--- src/rtl/cordic_pkg.sv ---
// Shared CORDIC definitions: FSM state type, guard-bit width, gain constant and
// saturation limit. Used by the vectoring unit and the downstream rotation unit.
package cordic_pkg;

    typedef enum logic [1:0] {IDLE, ITER, POST} state_t;

    // Headroom above the operand word for the sqrt(2) * 1.647 magnitude growth
    localparam int GUARD_BITS = 2;

    // K = round(0.607253 * 2^frac), the inverse of the accumulated CORDIC gain
    function automatic int gain_k(int frac);
        longint num;
        num = 64'sd607253 <<< frac;
        return 32'((num + 64'sd500000) / 64'sd1000000);
    endfunction

    // Largest positive value of a signed w-bit word
    function automatic longint sat_limit(int w);
        return (64'sd1 <<< (w - 1)) - 64'sd1;
    endfunction

endpackage

--- src/rtl/cordic_vectoring_unit_if.sv ---
// Start/done handshake and operand/result bus of the CORDIC vectoring unit.
interface cordic_vectoring_unit_if #(
    parameter int W          = 17,
    parameter int ITERATIONS = 12
);
    logic                    start;
    logic signed [W-1:0]     x_in;
    logic signed [W-1:0]     y_in;
    logic                    busy;
    logic                    done;
    logic signed [W-1:0]     mag_out;
    logic                    flip_out;
    logic [ITERATIONS-1:0]   dir_out;

    modport master (
        output start, x_in, y_in,
        input  busy, done, mag_out, flip_out, dir_out
    );

    modport slave (
        input  start, x_in, y_in,
        output busy, done, mag_out, flip_out, dir_out
    );
endinterface

--- src/rtl/cordic_micro_rotation.sv ---
// One combinational CORDIC micro-rotation: x/y shift-add for step i and direction
// sigma (1 = +1, 0 = -1). Shifts are arithmetic, truncating toward -inf.
module cordic_micro_rotation #(
    parameter int XW = 19,
    parameter int SW = 4
) (
    input  logic signed [XW-1:0] x,
    input  logic signed [XW-1:0] y,
    input  logic [SW-1:0]        i,
    input  logic                 sigma,
    output logic signed [XW-1:0] x_next,
    output logic signed [XW-1:0] y_next
);
    logic signed [XW-1:0] xs;
    logic signed [XW-1:0] ys;

    // Shift-add; sigma=+1 drives y toward zero from above
    always_comb begin
        xs = x >>> i;
        ys = y >>> i;
        if (sigma) begin
            x_next = x + ys;
            y_next = y - xs;
        end else begin
            x_next = x - ys;
            y_next = y + xs;
        end
    end
endmodule

--- src/rtl/cordic_vectoring_unit.sv ---
// Iterative vectoring-mode CORDIC: magnitude of (x_in, y_in) plus the rotation
// direction of every micro-step. One micro-rotation per clock, latency ITERATIONS+1.
// Optional build macro CORDIC_GAIN_COMP_EN: scale the magnitude by K in POST.
module cordic_vectoring_unit
    import cordic_pkg::*;
#(
    parameter int INT_LENGTH  = 5,
    parameter int FRAC_LENGTH = 12,
    parameter int ITERATIONS  = 12
) (
    input logic                    clk,
    input logic                    rst,
    cordic_vectoring_unit_if.slave bus
);
    localparam int W  = INT_LENGTH + FRAC_LENGTH;
    localparam int XW = W + GUARD_BITS;
    localparam int CW = $clog2(ITERATIONS + 1);
    localparam int PW = XW + FRAC_LENGTH + 1;
    localparam logic signed [PW-1:0] MAG_MAX = PW'(sat_limit(W));
`ifdef CORDIC_GAIN_COMP_EN
    localparam logic signed [PW-1:0] GAIN_K = PW'(gain_k(FRAC_LENGTH));
`endif

    state_t                state_q;
    logic signed [XW-1:0]  x_q, y_q;
    logic [CW-1:0]         i_q;
    logic [ITERATIONS-1:0] dir_q;
    logic                  flip_q;
    logic                  busy_q, done_q, flip_out_q;
    logic signed [W-1:0]   mag_out_q;
    logic [ITERATIONS-1:0] dir_out_q;

    logic signed [XW-1:0]  x_ext, y_ext, x_rot, y_rot;
    logic                  sigma;
    logic signed [PW-1:0]  mag_full;
    logic signed [W-1:0]   mag_sat;
`ifdef CORDIC_GAIN_COMP_EN
    logic signed [PW-1:0]  prod;
`endif

    // Operands widened before a possible negation so -2^(W-1) cannot overflow
    assign x_ext = {{GUARD_BITS{bus.x_in[W-1]}}, bus.x_in};
    assign y_ext = {{GUARD_BITS{bus.y_in[W-1]}}, bus.y_in};
    assign sigma = ~y_q[XW-1];

    cordic_micro_rotation #(
        .XW (XW),
        .SW (CW)
    ) u_rot (
        .x      (x_q),
        .y      (y_q),
        .i      (i_q),
        .sigma  (sigma),
        .x_next (x_rot),
        .y_next (y_rot)
    );

    // Optional gain compensation, then clamp into [0, 2^(W-1)-1]
    always_comb begin
        mag_full = PW'(x_q);
`ifdef CORDIC_GAIN_COMP_EN
        prod     = mag_full * GAIN_K;
        mag_full = prod >>> FRAC_LENGTH;
`endif
        if (mag_full < 0) begin
            mag_sat = '0;
        end else if (mag_full > MAG_MAX) begin
            mag_sat = MAG_MAX[W-1:0];
        end else begin
            mag_sat = mag_full[W-1:0];
        end
    end

    // Control FSM with registered outputs; reset aborts any run in flight
    always_ff @(posedge clk or posedge rst) begin
        if (rst) begin
            state_q    <= IDLE;
            x_q        <= '0;
            y_q        <= '0;
            i_q        <= '0;
            dir_q      <= '0;
            flip_q     <= 1'b0;
            busy_q     <= 1'b0;
            done_q     <= 1'b0;
            flip_out_q <= 1'b0;
            mag_out_q  <= '0;
            dir_out_q  <= '0;
        end else begin
            done_q <= 1'b0;
            case (state_q)
                IDLE: begin
                    if (bus.start) begin
                        // Pi pre-rotation puts the vector in the right half-plane
                        if (bus.x_in[W-1]) begin
                            x_q    <= -x_ext;
                            y_q    <= -y_ext;
                            flip_q <= 1'b1;
                        end else begin
                            x_q    <= x_ext;
                            y_q    <= y_ext;
                            flip_q <= 1'b0;
                        end
                        i_q     <= '0;
                        busy_q  <= 1'b1;
                        state_q <= ITER;
                    end
                end
                ITER: begin
                    x_q        <= x_rot;
                    y_q        <= y_rot;
                    dir_q[i_q] <= sigma;
                    i_q        <= i_q + 1'b1;
                    if (i_q == CW'(ITERATIONS - 1)) begin
                        state_q <= POST;
                    end
                end
                POST: begin
                    mag_out_q  <= mag_sat;
                    flip_out_q <= flip_q;
                    dir_out_q  <= dir_q;
                    done_q     <= 1'b1;
                    busy_q     <= 1'b0;
                    state_q    <= IDLE;
                end
                default: state_q <= IDLE;
            endcase
        end
    end

    assign bus.busy     = busy_q;
    assign bus.done     = done_q;
    assign bus.mag_out  = mag_out_q;
    assign bus.flip_out = flip_out_q;
    assign bus.dir_out  = dir_out_q;
endmodule

--- src/flat_wrapper.sv ---
// flat-port wrapper written by rule: the top's interface ports become plain ports
module cordic_vectoring_unit_flat import cordic_pkg::*;
#(
    parameter int INT_LENGTH  = 5,
    parameter int FRAC_LENGTH = 12,
    parameter int ITERATIONS  = 12
)
  (clk, rst, bus_start, bus_x_in, bus_y_in, bus_busy, bus_done, bus_mag_out, bus_flip_out, bus_dir_out);
  cordic_vectoring_unit_if #(.W((17)), .ITERATIONS(ITERATIONS)) bus_i ();
  input logic clk;
  input logic rst;
  input wire logic [$bits(bus_i.start)-1:0] bus_start;
  input wire logic [$bits(bus_i.x_in)-1:0] bus_x_in;
  input wire logic [$bits(bus_i.y_in)-1:0] bus_y_in;
  output wire logic [$bits(bus_i.busy)-1:0] bus_busy;
  output wire logic [$bits(bus_i.done)-1:0] bus_done;
  output wire logic [$bits(bus_i.mag_out)-1:0] bus_mag_out;
  output wire logic [$bits(bus_i.flip_out)-1:0] bus_flip_out;
  output wire logic [$bits(bus_i.dir_out)-1:0] bus_dir_out;
  assign bus_i.start = bus_start;
  assign bus_i.x_in = bus_x_in;
  assign bus_i.y_in = bus_y_in;
  assign bus_busy = bus_i.busy;
  assign bus_done = bus_i.done;
  assign bus_mag_out = bus_i.mag_out;
  assign bus_flip_out = bus_i.flip_out;
  assign bus_dir_out = bus_i.dir_out;
  cordic_vectoring_unit #(.INT_LENGTH(INT_LENGTH), .FRAC_LENGTH(FRAC_LENGTH), .ITERATIONS(ITERATIONS)) u_core (.clk(clk), .rst(rst), .bus(bus_i));
endmodule
--- config.mk ---
export PLATFORM = sky130hd
export DESIGN_NAME = cordic_vectoring_unit_flat
export DESIGN_NICKNAME = d
export VERILOG_FILES = /design/src/rtl/cordic_pkg.sv /design/src/rtl/cordic_vectoring_unit_if.sv /design/src/rtl/cordic_micro_rotation.sv /design/src/rtl/cordic_vectoring_unit.sv /design/src/flat_wrapper.sv
export SDC_FILE = /design/constraint.sdc
export NUM_CORES = 1
export LEC_CHECK = 0
export BUFFER_PORTS_ARGS = -buffer_cell sky130_fd_sc_hd__buf_2
export CORE_UTILIZATION = 55
export CTS_CLUSTER_DIAMETER = 50
export CTS_CLUSTER_SIZE = 16
export DETAILED_ROUTE_END_ITERATION = 6
export PLACE_DENSITY = 0.85
export SLEW_MARGIN = 10
export SYNTH_ARGS = -nofsm -noshare
export SYNTH_HDL_FRONTEND = slang
export SYNTH_SLANG_ARGS = --single-unit
--- constraint.sdc ---
create_clock -name clk -period 12.8 [get_ports clk]
set_input_delay 0 -clock clk [delete_from_list [all_inputs] [get_ports clk]]
set_output_delay 0 -clock clk [all_outputs]
set_load 0.005 [all_outputs]
# --- Word level (Yosys, flattened, before mapping) ---
# Cells that the tools add are included.
# Widths: inputs -> output; s select.
word_totals:
  latchBits: 0
  ram_bits: 0
  word_cells: 60
  romBits: 0
  ff_bits: 89
  n_memories: 0
  output_inout_bits: 32
classes:
  shift: 2
  div: 0
  n_mux: 22
  mul: 0
  reduce_logical: 8
  n_bitwise: 1
  n_addsub: 7
  order_cmp: 4
  n_eq_ne: 5
ops:
  columns: ["op", "count"]
  rows:
  - ["$mux 19", 6]
  - ["$pmux 19 s2", 2]
  - ["$add 19x19->19", 2]
  - ["$neg 17->19", 2]
  - ["$sshr 19x4->19", 2]
  - ["$sub 19x19->19", 2]
  - ["$mux 17", 2]
  - ["$gt 19x17->1 const B", 1]
  - ["$lt 19x1->1 const B", 1]
  - ["$bwmux 12", 1]
  - ["$pmux 4 s2", 1]
  - ["$reduce_and 2->1", 4]
  - ["$lt 4x5->1 const B", 1]
  - ["$add 4x1->4 const B", 1]
  - ["$demux 1 s4", 1]
  - ["$eq 4x4->1 const B", 1]
  - ["$ge 4x1->1 const B", 1]
  - ["$mux 1", 4]
  - ["$mux 2", 2]
  - ["$mux 4", 1]
  - ["$pmux 2 s2", 1]
  - ["$reduce_bool 2->1", 2]
  - ["$eq 2x1->1 const B", 1]
  - ["$eq 2x2->1 const B", 1]
  - ["other kinds (6)", 6]

# --- Depth between registers and ports, before layout ---
# Gate-level depths: netlist of run 1.
depth:
  word_depth: 5
  ltp_mapped: 24
  depth_no_buf: 19

# --- Modules after synthesis ---
# Synthesis of run 1 repeated with hierarchy kept, for this count alone.
hier_totals:
  cells_unflattened: 1047
  hier_area_um2: 9103.7
modules_own_cells:
  columns: ["mod", "cells_each", "instances", "area_per_inst_um2"]
  rows:
  - ["cordic_micro_rotation", 597, 1, 4674.5]
  - ["cordic_vectoring_unit", 450, 1, 4429.2]

# --- Least setup slack after synthesis of run 1 ---
# OpenSTA, ideal clock, no wires.
synth_timing:
  path_type: "register -> register"
  start: "reg u_core.i_q[1]"
  end: "reg u_core.x_q[18]"
  t_required_ns: 12.734
  arrival_time_ns: 4.660
  setup_ns: 0.066
  setup_slack_ns: 8.074
  path_buffers: 5
  path_stages_with_launch: 25
  path_cell_list: "dfrtp_1 > buf_4 > buf_6 > buf_4 > buf_6 > mux4_2 > mux2_2 > mux2i_1 > ha_1 > inv_1 > nor2_1 > and3b_1 > buf_4 > nor3_1 > a21o_1 > a32o_1 > ha_1 > a21oi_1 > o21bai_1 > a21o_1 > nor3_1 > o21a_1 > or4_1 > mux2_4 > nand3_2"
synth_between:
  elab_chain_len: 4
  word_cells_on_any_way: 5
synth_lines:
  columns: ["element", "line_no", "source"]
  rows:
  - ["start, declared", "cordic_vectoring_unit.sv:26", "logic [CW-1:0] i_q;"]
  - ["start signal, assigned", "cordic_vectoring_unit.sv:112", "i_q <= i_q + 1'b1;"]
  - ["$sshr 19x4->19 (*)", "cordic_micro_rotation.sv:20", "ys = y >>> i;"]
  - ["$add 19x19->19 / $sub 19x19->19 (equally long branches)", "cordic_micro_rotation.sv:22, cordic_micro_rotation.sv:25", null]
  - ["$mux 19 (*)", "cordic_micro_rotation.sv:21", "if (sigma) begin"]
  - ["$pmux 19 s2 (*)", "cordic_vectoring_unit.sv:90", "case (state_q)"]
  - ["end signal, assigned", "cordic_vectoring_unit.sv:95", "x_q <= -x_ext;"]
  - ["end signal, assigned", "cordic_vectoring_unit.sv:99", "x_q <= x_ext;"]
  - ["end signal, assigned", "cordic_vectoring_unit.sv:109", "x_q <= x_rot;"]
  - ["end, declared", "cordic_vectoring_unit.sv:25", "logic signed [XW-1:0] x_q, y_q;"]
# Every way passes the cells marked *; elsewhere a longest branch is shown, timed or not.
# A chain may end at the register's enable or synchronous reset.

# --- Worst setup path in the final report of run 1 ---
layout_timing:
  start: "reg u_core.i_q[0]"
  end: "reg u_core.x_q[17]"
# Same word-level chain as after synthesis.

==> results.sh, run 1 <==
export IMPL_status="finished, final reports clean"
export IMPL_n_antenna_cell=0
export IMPL_grt_pass1_wl_mm=41.8
export IMPL_final_common_cell="dfrtp_1"
export IMPL_final_max_slew_viol_count=0
export IMPL_synth_cells=1009
export IMPL_via_per_inst=6.80
export IMPL_final_cell_mix="dfrtp_1 (87), nor2_1 (85), a21oi_1 (80)"
export IMPL_synth_edf_count=0
export IMPL_ant_nets=0
export IMPL_tightest_slew_ps=1120
export IMPL_fin_crit_sh=0.441
export IMPL_fin_setup_tns_ps=0
export IMPL_place_area_um2=9390
export IMPL_antenna_found_initial=0
export IMPL_end_kind="flop"
export IMPL_clk_insertion_delay_late_ps=370
export IMPL_grt_remaining_overflow=0
export IMPL_fp_dieArea_um2=16900
export IMPL_grt_pass1_vias=7960
export IMPL_cts_made_buffers=9
export IMPL_crit_arrival_ps=5940
export IMPL_ys_seq_area_frac=0.247
export IMPL_required_ps=13100
export IMPL_min_path_type="in2reg"
export IMPL_ys_warn_count=0
export IMPL_syn_cell_area_um2=9000
export IMPL_grt_usage=0.324
export IMPL_drtPass1Iterations=6
export IMPL_rsz0062_at_grt="false"
export IMPL_ys_types=76
export IMPL_drc=0
export IMPL_synth_ff_type="dfrtp_1"
export IMPL_drt_iter0_markers=1110
export IMPL_portBuffers=68
export IMPL_dp_hpwl_mm=18.4
export IMPL_wirelength_mm=26.1
export IMPL_initial_core_util=0.565
export IMPL_die_x_um=130
export IMPL_grt_max_degree=60
export IMPL_root_buffer="clkbuf_16"
export IMPL_avgSynthCellArea_um2=8.92
export IMPL_finalSetupViolations=0
export IMPL_fmax_mhz=177
export IMPL_area_delta_synth_final_pct=7.96
export IMPL_dieHeight_um=130
export IMPL_period_needed_ps=5640
export IMPL_rows=46
export IMPL_via_count=8549
export IMPL_htree_num_levels=3
export IMPL_cts_tree="built"
export IMPL_drv_cap=0
export IMPL_num_nets_final=1122
export IMPL_core_area_um2=15900
export IMPL_finClkSkew_ps=8.84
export IMPL_synthArstFlopShare=1.00
export IMPL_ys_ff_latch=89
export IMPL_clock_sinks=89
export IMPL_synthesis_nets=1094
export IMPL_max_slew_margin=0.254
export IMPL_start_kind="flop"
export IMPL_dp_cells=1239
export IMPL_clockBufferDepth=2
export IMPL_finalNonFillerCells=1258
export IMPL_clk_pin_slew_worst_paths_ps=70
export IMPL_crit_type="reg2reg"
export IMPL_hold_violations=0
export IMPL_crit_fanout=56
export IMPL_place_congestion=0.989
export IMPL_ios=69
export IMPL_drive_gt1_frac=0.180
export IMPL_wl_per_cell_um=20.7
export IMPL_final_area_um2=9720
-- worst max-delay path, stage by stage, from the launching register on --
cell and delay (ps):
dfrtp_2 340, buf_4 590, mux2_2 430, mux2_2 280, mux4_2 540, or4b_4 560, and3b_1 330, nor3_1 70
a21o_1 170, a32o_1 190, ha_1 360, nand4_1 190, a2111oi_0 720, nor4_1 150, or4_1 500, nand3_1 90
-- cells by family after synthesis --
kind of cell,after synthesis,share of synthesized area
buf+inv,104,0.0518
compound gates,282,0.202
mux,106,0.190
xor+xnor,84,0.0817
fa+ha+maj,48,0.0684
flops,89,0.247
simple gates,296,0.159
-- sequential cells by signal, indices dropped and copies added, names as in the netlist --
name / flops
u_core.bus.busy: 1
u_core.bus.dir_out: 12
u_core.bus.done: 1
u_core.bus.flip_out: 1
u_core.bus.mag_out: 17
u_core.dir_q: 12
u_core.flip_q: 1
u_core.i_q: 4
u_core.state_q: 2
u_core.x_q: 19
u_core.y_q: 19
-- Yosys cell counts (29+ instances only) --
| cell type | count | share of area |
|---|---|---|
| dfrtp_1 | 89 | 0.25 |
| nor2_1 | 85 | 0.035 |
| a21oi_1 | 80 | 0.044 |
| nand2_1 | 78 | 0.033 |
| xnor2_1 | 49 | 0.048 |
| ha_1 | 46 | 0.064 |
| clkbuf_1 | 43 | 0.018 |
| o21ai_0 | 43 | 0.024 |
| inv_1 | 38 | 0.016 |
| xor2_1 | 35 | 0.034 |
| mux2_2 | 34 | 0.043 |
| mux4_2 | 34 | 0.085 |
| o31ai_1 | 30 | 0.025 |
| nor3_1 | 29 | 0.016 |
-- per-stage QoR --
stage	hold slack [ps]	utilization	setup slack (ps)
2_1_floorplan	123	-	8070
3_3_place_gp	156	0.589	7490
3_5_place_dp	159	0.589	7290
4_1_cts	18.2	0.610	7260
5_1_grt	40.8	0.610	6860
6_report	17.3	0.610	7160
-- final timing paths --
| path | from | end | slack [ps] | depth (start not counted) |
|---|---|---|---|---|
| setup reg to reg | u_core.i_q[0]$_DFFE_PP0P_ | u_core.x_q[17]$_DFFE_PP0P_ | 7160 | 15 |
| setup / recovery | u_core.i_q[0]$_DFFE_PP0P_ | u_core.x_q[17]$_DFFE_PP0P_ | 7160 | 15 |
| hold / removal | bus_x_in[4] | u_core.x_q[4]$_DFFE_PP0P_ | 20 | 4 |
| hold reg to reg | u_core.bus.mag_out[12]$_DFFE_PP0P_ | u_core.bus.mag_out[12]$_DFFE_PP0P_ | 470 | 2 |
| max in group asynchronous | rst | u_core.i_q[0]$_DFFE_PP0P_ | 11350 | 4 |
| min in group asynchronous | rst | u_core.bus.flip_out$_DFFE_PP0P_ | 290 | 3 |
-- per-layer routing --
metal  vias to the layer above  GRT usage  share of wire
met5                         -          0              0
met4                         0      0.149          0.039
met3                       103     0.0660           0.11
met2                       559      0.498           0.45
met1                      4050      0.441           0.41
li1                       3837          -              -
-- what timing repair did --
action / CTS / global route
hold buffers: 3 / 0
hold endpoints to repair: 47 / 0
gates resized for setup: 0 / 0
buffers inserted: 0 / 0
endpoints found under the setup margin: 0 / 0
-- area by class of cell --
cell class	count	area, um2
Clock buffer	10	229
Clock inverter	6	75.1
Fill cell	1353	6220
Inverter	40	151
Multi-Input combinational cell	816	6320
Sequential cell	89	2230
Tap cell	216	270
Timing Repair Buffer	81	445
Power of run 1 is not shown: default switching activity piles up to over one toggle a cycle in this logic, so the estimate is an artifact.
==> run 2: changes to the inputs <==
Settings changed: ABC_AREA set to 1.
Clock period 12.8 ns to 5.5 ns, I/O delays scaled along.
==> results.sh, run 2 <==
export IMPL_ys_seq_area_frac=0.253
export IMPL_final_common_cell="nand2_1"
export IMPL_wirelength_mm=27.7
export IMPL_met2_usage=0.562
export IMPL_synth_most_common_cell="nand2_1"
export IMPL_dieHeight_um=128
export IMPL_dp_hpwl_mm=21.0
export IMPL_synthArstFlopShare=1.00
export IMPL_min_path_type="in2reg"
export IMPL_global_route_peak_usage_layer="met2"
export IMPL_grt_remaining_overflow=0
export IMPL_hold_violations=0
export IMPL_syn_cell_area_um2=8800
export IMPL_ys_types=51
export IMPL_fmax_mhz=207
export IMPL_period_needed_ps=4830
export IMPL_tightest_slew_ps=914
export IMPL_final_cell_mix="nand2_1 (415), nand3_1 (142), inv_1 (134), o21ai_0 (134), nor2_1 (110)"
export IMPL_place_congestion=1.01
export IMPL_num_nets_final=1531
export IMPL_crit_fanout=49
export IMPL_crit_type="reg2reg"
export IMPL_drc=0
export IMPL_rsz0062_at_grt="false"
export IMPL_wl_per_cell_um=16.7
export IMPL_drive_gt1_frac=0.0958
export IMPL_area_delta_synth_final_pct=8.39
export IMPL_yosysTopAreaCellShare=0.253
export IMPL_cts_made_buffers=9
export IMPL_finalWorstSetupSlack_ps=674
export IMPL_crit_arrival_ps=5110
export IMPL_status="finished, final reports clean"
export IMPL_htree_num_levels=3
export IMPL_ys_top_cells_by_count="nand2_1 (415), nand3_1 (142), inv_1 (135), o21ai_0 (134), nor2_1 (111)"
export IMPL_synth_edf_count=0
export IMPL_fp_dieArea_um2=16500
export IMPL_synth_cells=1406
export IMPL_drt_iter0_markers=994
export IMPL_portBuffers=68
export IMPL_final_max_slew_viol_count=0
export IMPL_grt_pass1_vias=8856
export IMPL_rows=45
export IMPL_fin_crit_sh=0.877
export IMPL_core_area_um2=15400
export IMPL_reg2regPathDepth=25
export IMPL_fin_setup_tns_ps=0
export IMPL_required_ps=5790
export IMPL_ys_ff_latch=89
export IMPL_start_kind="flop"
export IMPL_grt_usage=0.346
export IMPL_clk_insertion_delay_late_ps=350
export IMPL_ios=69
export IMPL_clk_pin_slew_worst_paths_ps=70
export IMPL_end_kind="flop"
export IMPL_drv_cap=0
export IMPL_use_met3=0.0703
export IMPL_die_x_um=128
export IMPL_via_per_inst=5.84
export IMPL_clock_sinks=89
export IMPL_synthesis_nets=1491
export IMPL_synth_ff_type="dfrtp_1"
export IMPL_synth_top_cells_by_area="dfrtp_1 (25%), nand2_1 (18%), nand3_1 (8.1%), o21ai_0 (7.6%), ha_1 (6.5%)"
export IMPL_cts_tree="built"
export IMPL_antenna_found_initial=0
export IMPL_ys_warn_count=0
export IMPL_grt_max_degree=50
export IMPL_finClkSkew_ps=9.32
export IMPL_grt_pass1_wl_mm=44.4
export IMPL_hold_depth=3
export IMPL_initial_core_util=0.570
export IMPL_pre_cts_ws_ps=762
export IMPL_via_count=9713
export IMPL_avgSynthCellArea_um2=6.26
export IMPL_hold_ws_ps=11.6
export IMPL_drtPass1Iterations=6
export IMPL_globalRouteMet1Util=0.462
export IMPL_ant_nets=0
export IMPL_n_antenna_cell=0
export IMPL_max_slew_margin=0.390
export IMPL_root_buffer="clkbuf_16"
export IMPL_clockBufferDepth=2
export IMPL_yosys_area_top_type="dfrtp_1"
export IMPL_finalSetupViolations=0
## run 2: layer usage
layer | vias up | share of wire
li1 | 4751 | -
met1 | 4480 | 0.43
met2 | 429 | 0.46
met3 | 53 | 0.088
met4 | 0 | 0.025
met5 | - | 0
## run 2: final timing paths
check | startpoint | endpoint | slack [ps]
setup reg to reg | u_core.i_q[0]$_DFFE_PP0P_ | u_core.y_q[18]$_DFFE_PP0P_ | 670
setup / recovery | u_core.i_q[0]$_DFFE_PP0P_ | u_core.y_q[18]$_DFFE_PP0P_ | 670
hold reg to reg | u_core.bus.dir_out[3]$_DFFE_PP0P_ | u_core.bus.dir_out[3]$_DFFE_PP0P_ | 470
hold / removal | bus_y_in[12] | u_core.y_q[12]$_DFFE_PP0P_ | 10
max in group asynchronous | rst | u_core.i_q[0]$_DFFE_PP0P_ | 4080
min in group asynchronous | rst | u_core.bus.busy$_DFFE_PP0P_ | 310
## run 2: stage by stage
stage	area (um2)	utilization	instances
after detailed placement	9200	0.596	1641
after floorplan	8800	-	1406
after global placement	9200	0.596	1641
after CTS	9540	0.618	1662
after global routing	9540	0.618	1662
final	9540	0.618	1662
## run 2: kinds of logic (layout without fill, tap and decap cells)
logic type,after synthesis,count (layout),synth area share
xor gates and xnor gates,36,36,0.0358
and+or+nand+nor,725,725,0.348
adders and majority gates,48,48,0.0700
DFF,89,89,0.253
buffers and inverters,201,246,0.0977
AOI/OAI and AO/OA,307,307,0.195
## run 2: final cells by class
cell class / count / area (um2)
inverters: 142 / 539
multi-input cells: 1116 / 5710
fillers: 1505 / 5890
flip-flops and latches: 89 / 2230
clock buffers: 9 / 225
well taps: 211 / 264
repair buffers: 88 / 503
clock inverters: 7 / 62.6
## run 2: worst max-delay path: stages, from the launching register on
cell and delay (ps):
dfrtp_2 910, inv_6 230, nand2_1 150, nand3_1 100, nand3_1 110, nand2_1 70
nand2_1 60, nand3_1 130, inv_2 90, ha_1 170, nand3_1 80, nor2_1 120
nand2_1 120, nor2_4 190, nand3_1 120, o21ai_1 160, xnor2_1 110, ha_1 300
inv_1 90, nor3_1 300, nand2_1 110, o311ai_0 600, inv_1 80, nand2_1 90
nand3_1 110, a21oi_2 150
## run 2: timing repair
| action | 4_1_cts | 5_1_grt |
|---|---|---|
| hold buffers | 5 | 0 |
| resized for setup | 0 | 0 |
| hold endpoints to repair | 46 | 0 |
| setup buffers | 0 | 0 |
Power of run 2 is left out for the same reason.
